### src/rtl/reduce_pkg.sv
// Shared definitions for the pipelined bitwise reduction unit: op encodings,
// the padding identity, the 2-input gate and the tree/stage geometry helpers.
package reduce_pkg;

  localparam logic [1:0] MODE_OR  = 2'b00;
  localparam logic [1:0] MODE_AND = 2'b01;
  localparam logic [1:0] MODE_XOR = 2'b10;
  localparam logic [1:0] MODE_NOR = 2'b11;

  // Padding bit that leaves the reduction result unchanged.
  function automatic logic identity(input logic [1:0] mode);
    return (mode == MODE_AND);
  endfunction

  // NOR reduces as OR; the inversion is applied once at the pipe output.
  function automatic logic red2(input logic [1:0] mode, input logic a, input logic b);
    logic r;
    case (mode)
      MODE_AND: r = a & b;
      MODE_XOR: r = a ^ b;
      default:  r = a | b;
    endcase
    return r;
  endfunction

  function automatic int unsigned ceil_log2(input int unsigned n);
    int unsigned r;
    r = 0;
    while ((64'd1 << r) < 64'(n)) r++;
    return r;
  endfunction

  function automatic int unsigned stage_count(input int unsigned levels, input int unsigned lps);
    return (levels == 0) ? 1 : (levels + lps - 1) / lps;
  endfunction

  function automatic int unsigned stage_levels(input int unsigned levels, input int unsigned lps,
                                               input int unsigned k);
    int unsigned rem;
    rem = levels - k * lps;
    return (rem < lps) ? rem : lps;
  endfunction

  function automatic int unsigned stage_in_w(input int unsigned levels, input int unsigned lps,
                                             input int unsigned k);
    return 1 << (levels - k * lps);
  endfunction

endpackage

### src/rtl/reduce_stage.sv
// One pipeline stage: LEVELS levels of pairwise reduction followed by the
// valid/data/mode/tag register that loads when advance is high and holds otherwise.
module reduce_stage
  import reduce_pkg::*;
#(
  parameter int unsigned IN_W   = 4,
  parameter int unsigned LEVELS = 2,
  parameter int unsigned TAG_W  = 5,
  localparam int unsigned OUT_W = IN_W >> LEVELS
) (
  input  logic             clock,
  input  logic             reset_n,
  input  logic             advance,
  input  logic             up_valid,
  input  logic [IN_W-1:0]  up_data,
  input  logic [1:0]       up_mode,
  input  logic [TAG_W-1:0] up_tag,
  output logic             valid,
  output logic [OUT_W-1:0] data,
  output logic [1:0]       mode,
  output logic [TAG_W-1:0] tag
);

  // Heap-indexed tree: leaves at [2*IN_W-1:IN_W], node i combines 2i and 2i+1.
  logic [2*IN_W-1:OUT_W] node;

  assign node[2*IN_W-1:IN_W] = up_data;

  for (genvar i = OUT_W; i < IN_W; i++) begin : g_node
    assign node[i] = red2(up_mode, node[2*i], node[2*i+1]);
  end

  always_ff @(posedge clock or negedge reset_n) begin
    if (!reset_n) begin
      valid <= 1'b0;
      data  <= '0;
      mode  <= '0;
      tag   <= '0;
    end else if (advance) begin
      valid <= up_valid;
      data  <= node[2*OUT_W-1:OUT_W];
      mode  <= up_mode;
      tag   <= up_tag;
    end
  end

endmodule

### src/rtl/reduce_pipe.sv
// Pipelined WIDTH-bit to 1-bit reduction (OR/AND/XOR/NOR) with valid/ready
// flow control; a register stage sits every LEVELS_PER_STAGE tree levels.
module reduce_pipe
  import reduce_pkg::*;
#(
  parameter int unsigned WIDTH            = 32,
  parameter int unsigned LEVELS_PER_STAGE = 2,
  parameter int unsigned TAG_W            = 5
) (
  input  logic             clock,
  input  logic             reset_n,
  input  logic             in_valid,
  output logic             in_ready,
  input  logic [WIDTH-1:0] in_data,
  input  logic [1:0]       in_mode,
  input  logic [TAG_W-1:0] in_tag,
  output logic             out_valid,
  input  logic             out_ready,
  output logic             out_bit,
  output logic [TAG_W-1:0] out_tag
);

  localparam int unsigned L  = ceil_log2(WIDTH);
  localparam int unsigned S  = stage_count(L, LEVELS_PER_STAGE);
  localparam int unsigned PW = 1 << L;

  logic [PW-1:0] padded;
  logic [S-1:0]  valid;
  logic [S:0]    advance;

  always_comb begin
    padded = {PW{identity(in_mode)}};
    padded[WIDTH-1:0] = in_data;
  end

  // A stage moves when it is empty or its successor moves; no path from in_valid.
  assign advance[S] = out_ready;
  for (genvar k = 0; k < S; k++) begin : g_adv
    assign advance[k] = ~valid[k] | advance[k+1];
  end
  assign in_ready = advance[0];

  for (genvar k = 0; k < S; k++) begin : g_stage
    localparam int unsigned IW = stage_in_w(L, LEVELS_PER_STAGE, k);
    localparam int unsigned LV = stage_levels(L, LEVELS_PER_STAGE, k);

    logic                up_valid;
    logic [IW-1:0]       up_data;
    logic [1:0]          up_mode;
    logic [TAG_W-1:0]    up_tag;
    logic [(IW>>LV)-1:0] data;
    logic [1:0]          mode;
    logic [TAG_W-1:0]    tag;

    if (k == 0) begin : g_src
      assign up_valid = in_valid;
      assign up_data  = padded;
      assign up_mode  = in_mode;
      assign up_tag   = in_tag;
    end else begin : g_src
      assign up_valid = valid[k-1];
      assign up_data  = g_stage[k-1].data;
      assign up_mode  = g_stage[k-1].mode;
      assign up_tag   = g_stage[k-1].tag;
    end

    reduce_stage #(
      .IN_W  (IW),
      .LEVELS(LV),
      .TAG_W (TAG_W)
    ) u_stage (
      .clock   (clock),
      .reset_n (reset_n),
      .advance (advance[k]),
      .up_valid(up_valid),
      .up_data (up_data),
      .up_mode (up_mode),
      .up_tag  (up_tag),
      .valid   (valid[k]),
      .data    (data),
      .mode    (mode),
      .tag     (tag)
    );
  end

  assign out_valid = valid[S-1];
  // Driven only by last-stage flops; cleared mode/data give out_bit=0 in reset.
  assign out_bit   = g_stage[S-1].data[0] ^ (g_stage[S-1].mode == MODE_NOR);
  assign out_tag   = g_stage[S-1].tag;

endmodule

### config.mk
export PLATFORM = sky130hd
export DESIGN_NAME = reduce_pipe
export DESIGN_NICKNAME = d
export VERILOG_FILES = /design/src/rtl/reduce_pkg.sv /design/src/rtl/reduce_stage.sv /design/src/rtl/reduce_pipe.sv
export SDC_FILE = /design/constraint.sdc
export NUM_CORES = 1
export LEC_CHECK = 0
export CAP_MARGIN = 20
export CELL_PAD_IN_SITES_DETAIL_PLACEMENT = 0
export CELL_PAD_IN_SITES_GLOBAL_PLACEMENT = 1
export CORE_MARGIN = 2
export CORE_UTILIZATION = 37
export CTS_CLUSTER_DIAMETER = 60
export DETAILED_ROUTE_END_ITERATION = 10
export PLACE_DENSITY_LB_ADDON = 0.1
export SYNTH_ARGS = -nofsm -noshare
export SYNTH_HDL_FRONTEND = slang
export SYNTH_SLANG_ARGS = --single-unit
### constraint.sdc
create_clock -name clock -period 1.9 [get_ports clock]
set_input_delay 0.38 -clock clock [delete_from_list [all_inputs] [get_ports clock]]
set_output_delay 0.38 -clock clock [all_outputs]
set_load 0.005 [all_outputs]
==> results.txt, run 1 <==
outcome: completed
global route overflow: 0
Routed Antenna Nets: 0
Slew @ Worst Pin: 0.440 ns
Avg Synthesized Cell Area: 9.53 um^2
minimum clock period: 1.87 ns
FILL cells: 678
Die ar.: 0.00858 mm^2
vias in the first global route: 2319
TritonCTS buffer count: 5
Sequential Area: 877 um^2
synthesized area: 0.00291 mm^2
sequence of cells on the critical path: inv_1 > ha_4 > buf_4 > a21oi_2 > ha_1 > a221oi_2 > o22ai_1
num rows: 32
Multi-input gate area: 0.00225 mm^2
Core Util, Final: 0.583
Setup WS pre-CTS: -0.741 ns
num ports: 51
most common flop cell mapped by yosys: dfrtp_1
Clock transition at path regs: 0.07 ns
final hold viol count: 0
placed wire-length estimate: 4320 um
gr usage total: 0.150
max-cap viol count: 0
initial antenna violation count: 0
drc violations: 0
crit-path max FO: 9
cells after synthesis: 305
H-tree depth: 2
ANT cells: 0
Chip Width: 92.6 um
Slew Limit Fails: 0
synthesis-stage register bit count: 35
Crit path arrival time: 2.04 ns
worst-case clock buffer depth: 2
Critical-path top delay cell: dfrtp_1
final critical-path share of the clock period: 0.986
area grow syn2layout: 54.2%
worst hold path class: input pin to register
clk_lat worst skew: 0.28 ns
Netlist cell types: 23
largest net degree at the start of global routing: 36
Max VDD drop: 0.387 mV
first-pass GRT wire length: 10500 um
crit end category: register
Critical Path RT: 2.06 ns
PortBufs: 50
buffer and inverter count on the worst path: 2
First-pass DRT Iterations: 4
Max-slew headroom: 0.707
final setup vio count: 0
Via Count: 2386
Yosys top cell area share: 0.301
cts hold-fix bufs: 0
clk root buf: clkbuf_8
Iteration-0 DRC Markers: 40
Die Y: 92.6 um
EDFF count, synth: 0
RSZ-0062 raised after global routing: yes
syn_nets: 416
synth warn: 0
CP top delay family: adder cells
FMAX: 0.534 GHz
aggregate routed wire length: 6460 um
max incr delay on CP: 0.39 ns
skew final: 0.00137 ns
sequential-to-total area share from yosys stat: 0.301
share of cells above drive strength 1: 0.419
WL/cell: 13.1 um
Lkg Pwr: 2.19 nW
mean number of vias per cell: 4.84
share of flip-flops with an asynchronous set or reset: 1.00
synth top area cells: dfrtp_1 (30%), ha_1 (29%), a221oi_1 (9.3%), inv_1 (8.8%), mux2_2 (5.0%)
CTS tree: yes
core footprint: 0.00769 mm^2
Crit Path Class: register to register
routability cong.: 0.680
Startpoint Class: register
Total Nets Final: 501
r2r setup slk: 0.03 ns
Pwr per Cell Area: 692 mW/mm^2
Sink Count: 35
setup slack after layout: 0.0271 ns
Initial Util: 0.378
most frequent cells after synthesis: ha_1 (68), inv_1 (68), dfrtp_1 (35)
Synth area leader: dfrtp_1
[timing repair]
item | 4_1_cts | 5_1_grt
resized for setup | 76 | 39
endpoints found under the setup margin | 11 | 10
setup buffers | 7 | 13
pin swaps | 53 | 34
[report_power, final]
group | internal (mW) | total (mW) | switching (mW)
clock | 0.424 | 0.690 | 0.265
combinational | 0.772 | 1.43 | 0.660
sequential | 0.892 | 0.979 | 0.0869
total | 2.09 | 3.10 | 1.01
[worst paths after layout]
path / start / to / cells after the start
worst max-delay path: g_stage[0].u_stage.mode[0] / g_stage[1].u_stage.data[1] / 7
worst min-delay path: in_mode[0] / g_stage[0].u_stage.mode[0] / 3
worst max register to register: g_stage[0].u_stage.mode[0] / g_stage[1].u_stage.data[1] / 7
worst min register to register: g_stage[0].u_stage.valid / g_stage[1].u_stage.valid / 1
max in group asynchronous: reset_n / g_stage[0].u_stage.mode[1] / 2
min in group asynchronous: reset_n / g_stage[2].u_stage.mode[0] / 2
[cells in the final DEF, fill, tap and decap left out, types with 13 or more instances in the layout]
cell type / n
inv_1: 49
ha_1: 47
buf_4: 36
dfrtp_1: 34
dlygate4sd2_1: 29
nand2_1: 24
a221oi_2: 21
inv_2: 20
a21oi_2: 18
ha_4: 17
clkdlybuf4s50_1: 15
mux2_2: 13
[layer usage]
layer  wire, um  part of all wire  track usage  vias to the layer above
li1           -                 -            -                     1206
met1       3080              0.48        0.196                     1130
met2       3130              0.48        0.262                       42
met3        173             0.027       0.0171                        8
met4         78             0.012       0.0404                        0
met5          0                 0            0                        -
[stage by stage]
step | power, mW | area [um^2] | setup TNS, ns | hold slack, ns | cells
6_report | 3.10 | 4480 | 0 | 0.418 | 493
5_1_grt | 3.35 | 4480 | -0.144 | 0.435 | 493
4_1_cts | 2.90 | 4150 | 0 | 0.420 | 480
3_5_place_dp | 2.11 | 3830 | -5.84 | 0.446 | 465
3_3_place_gp | 2.08 | 3830 | -5.67 | 0.442 | 465
2_1_floorplan | 1.71 | 3150 | -0.0559 | 0.0844 | 305
[worst reg2reg max path: stages (launching register included)]
cell	delay (ns)
dfrtp_1	0.39
inv_1	0.08
ha_4	0.35
buf_4	0.16
a21oi_2	0.06
ha_1	0.31
a221oi_2	0.30
o22ai_1	0.10
[area by class of cell]
class / count / area share
clock buffers: 6 / 0.0184
clock inverters: 2 / 0.00782
flip-flops and latches: 35 / 0.196
inverters: 69 / 0.0578
multi-input cells: 186 / 0.502
well taps: 102 / 0.0285
repair buffers: 93 / 0.190
[sequential cells by signal, indices dropped and copies added (netlist names)]
signal,cells
g_stage.u_stage.data,11
g_stage.u_stage.mode,6
g_stage.u_stage.tag,15
g_stage.u_stage.valid,3
[logic make-up (layout without fill, tap and decap cells)]
family / after synthesis / count (layout) / synth area share
flops: 35 / 35 / 0.301
simple gates: 30 / 30 / 0.0456
buf+inv: 84 / 170 / 0.124
xor+xnor: 1 / 1 / 0.00301
compound gates: 74 / 74 / 0.183
fa+ha+maj: 68 / 68 / 0.293
mux: 13 / 13 / 0.0504
Note: power is estimated with default switching activity, not from simulation.
==> run 2: changes to the inputs <==
--- a/config.mk
+++ b/config.mk
@@ -13,6 +13,7 @@
 export CTS_CLUSTER_DIAMETER = 60
 export DETAILED_ROUTE_END_ITERATION = 10
 export PLACE_DENSITY_LB_ADDON = 0.1
+export SLEW_MARGIN = 15
 export SYNTH_ARGS = -nofsm -noshare
 export SYNTH_HDL_FRONTEND = slang
 export SYNTH_SLANG_ARGS = --single-unit
==> results of run 2 <==
The final DEF is identical to that of run 1; final timing and power are the same.
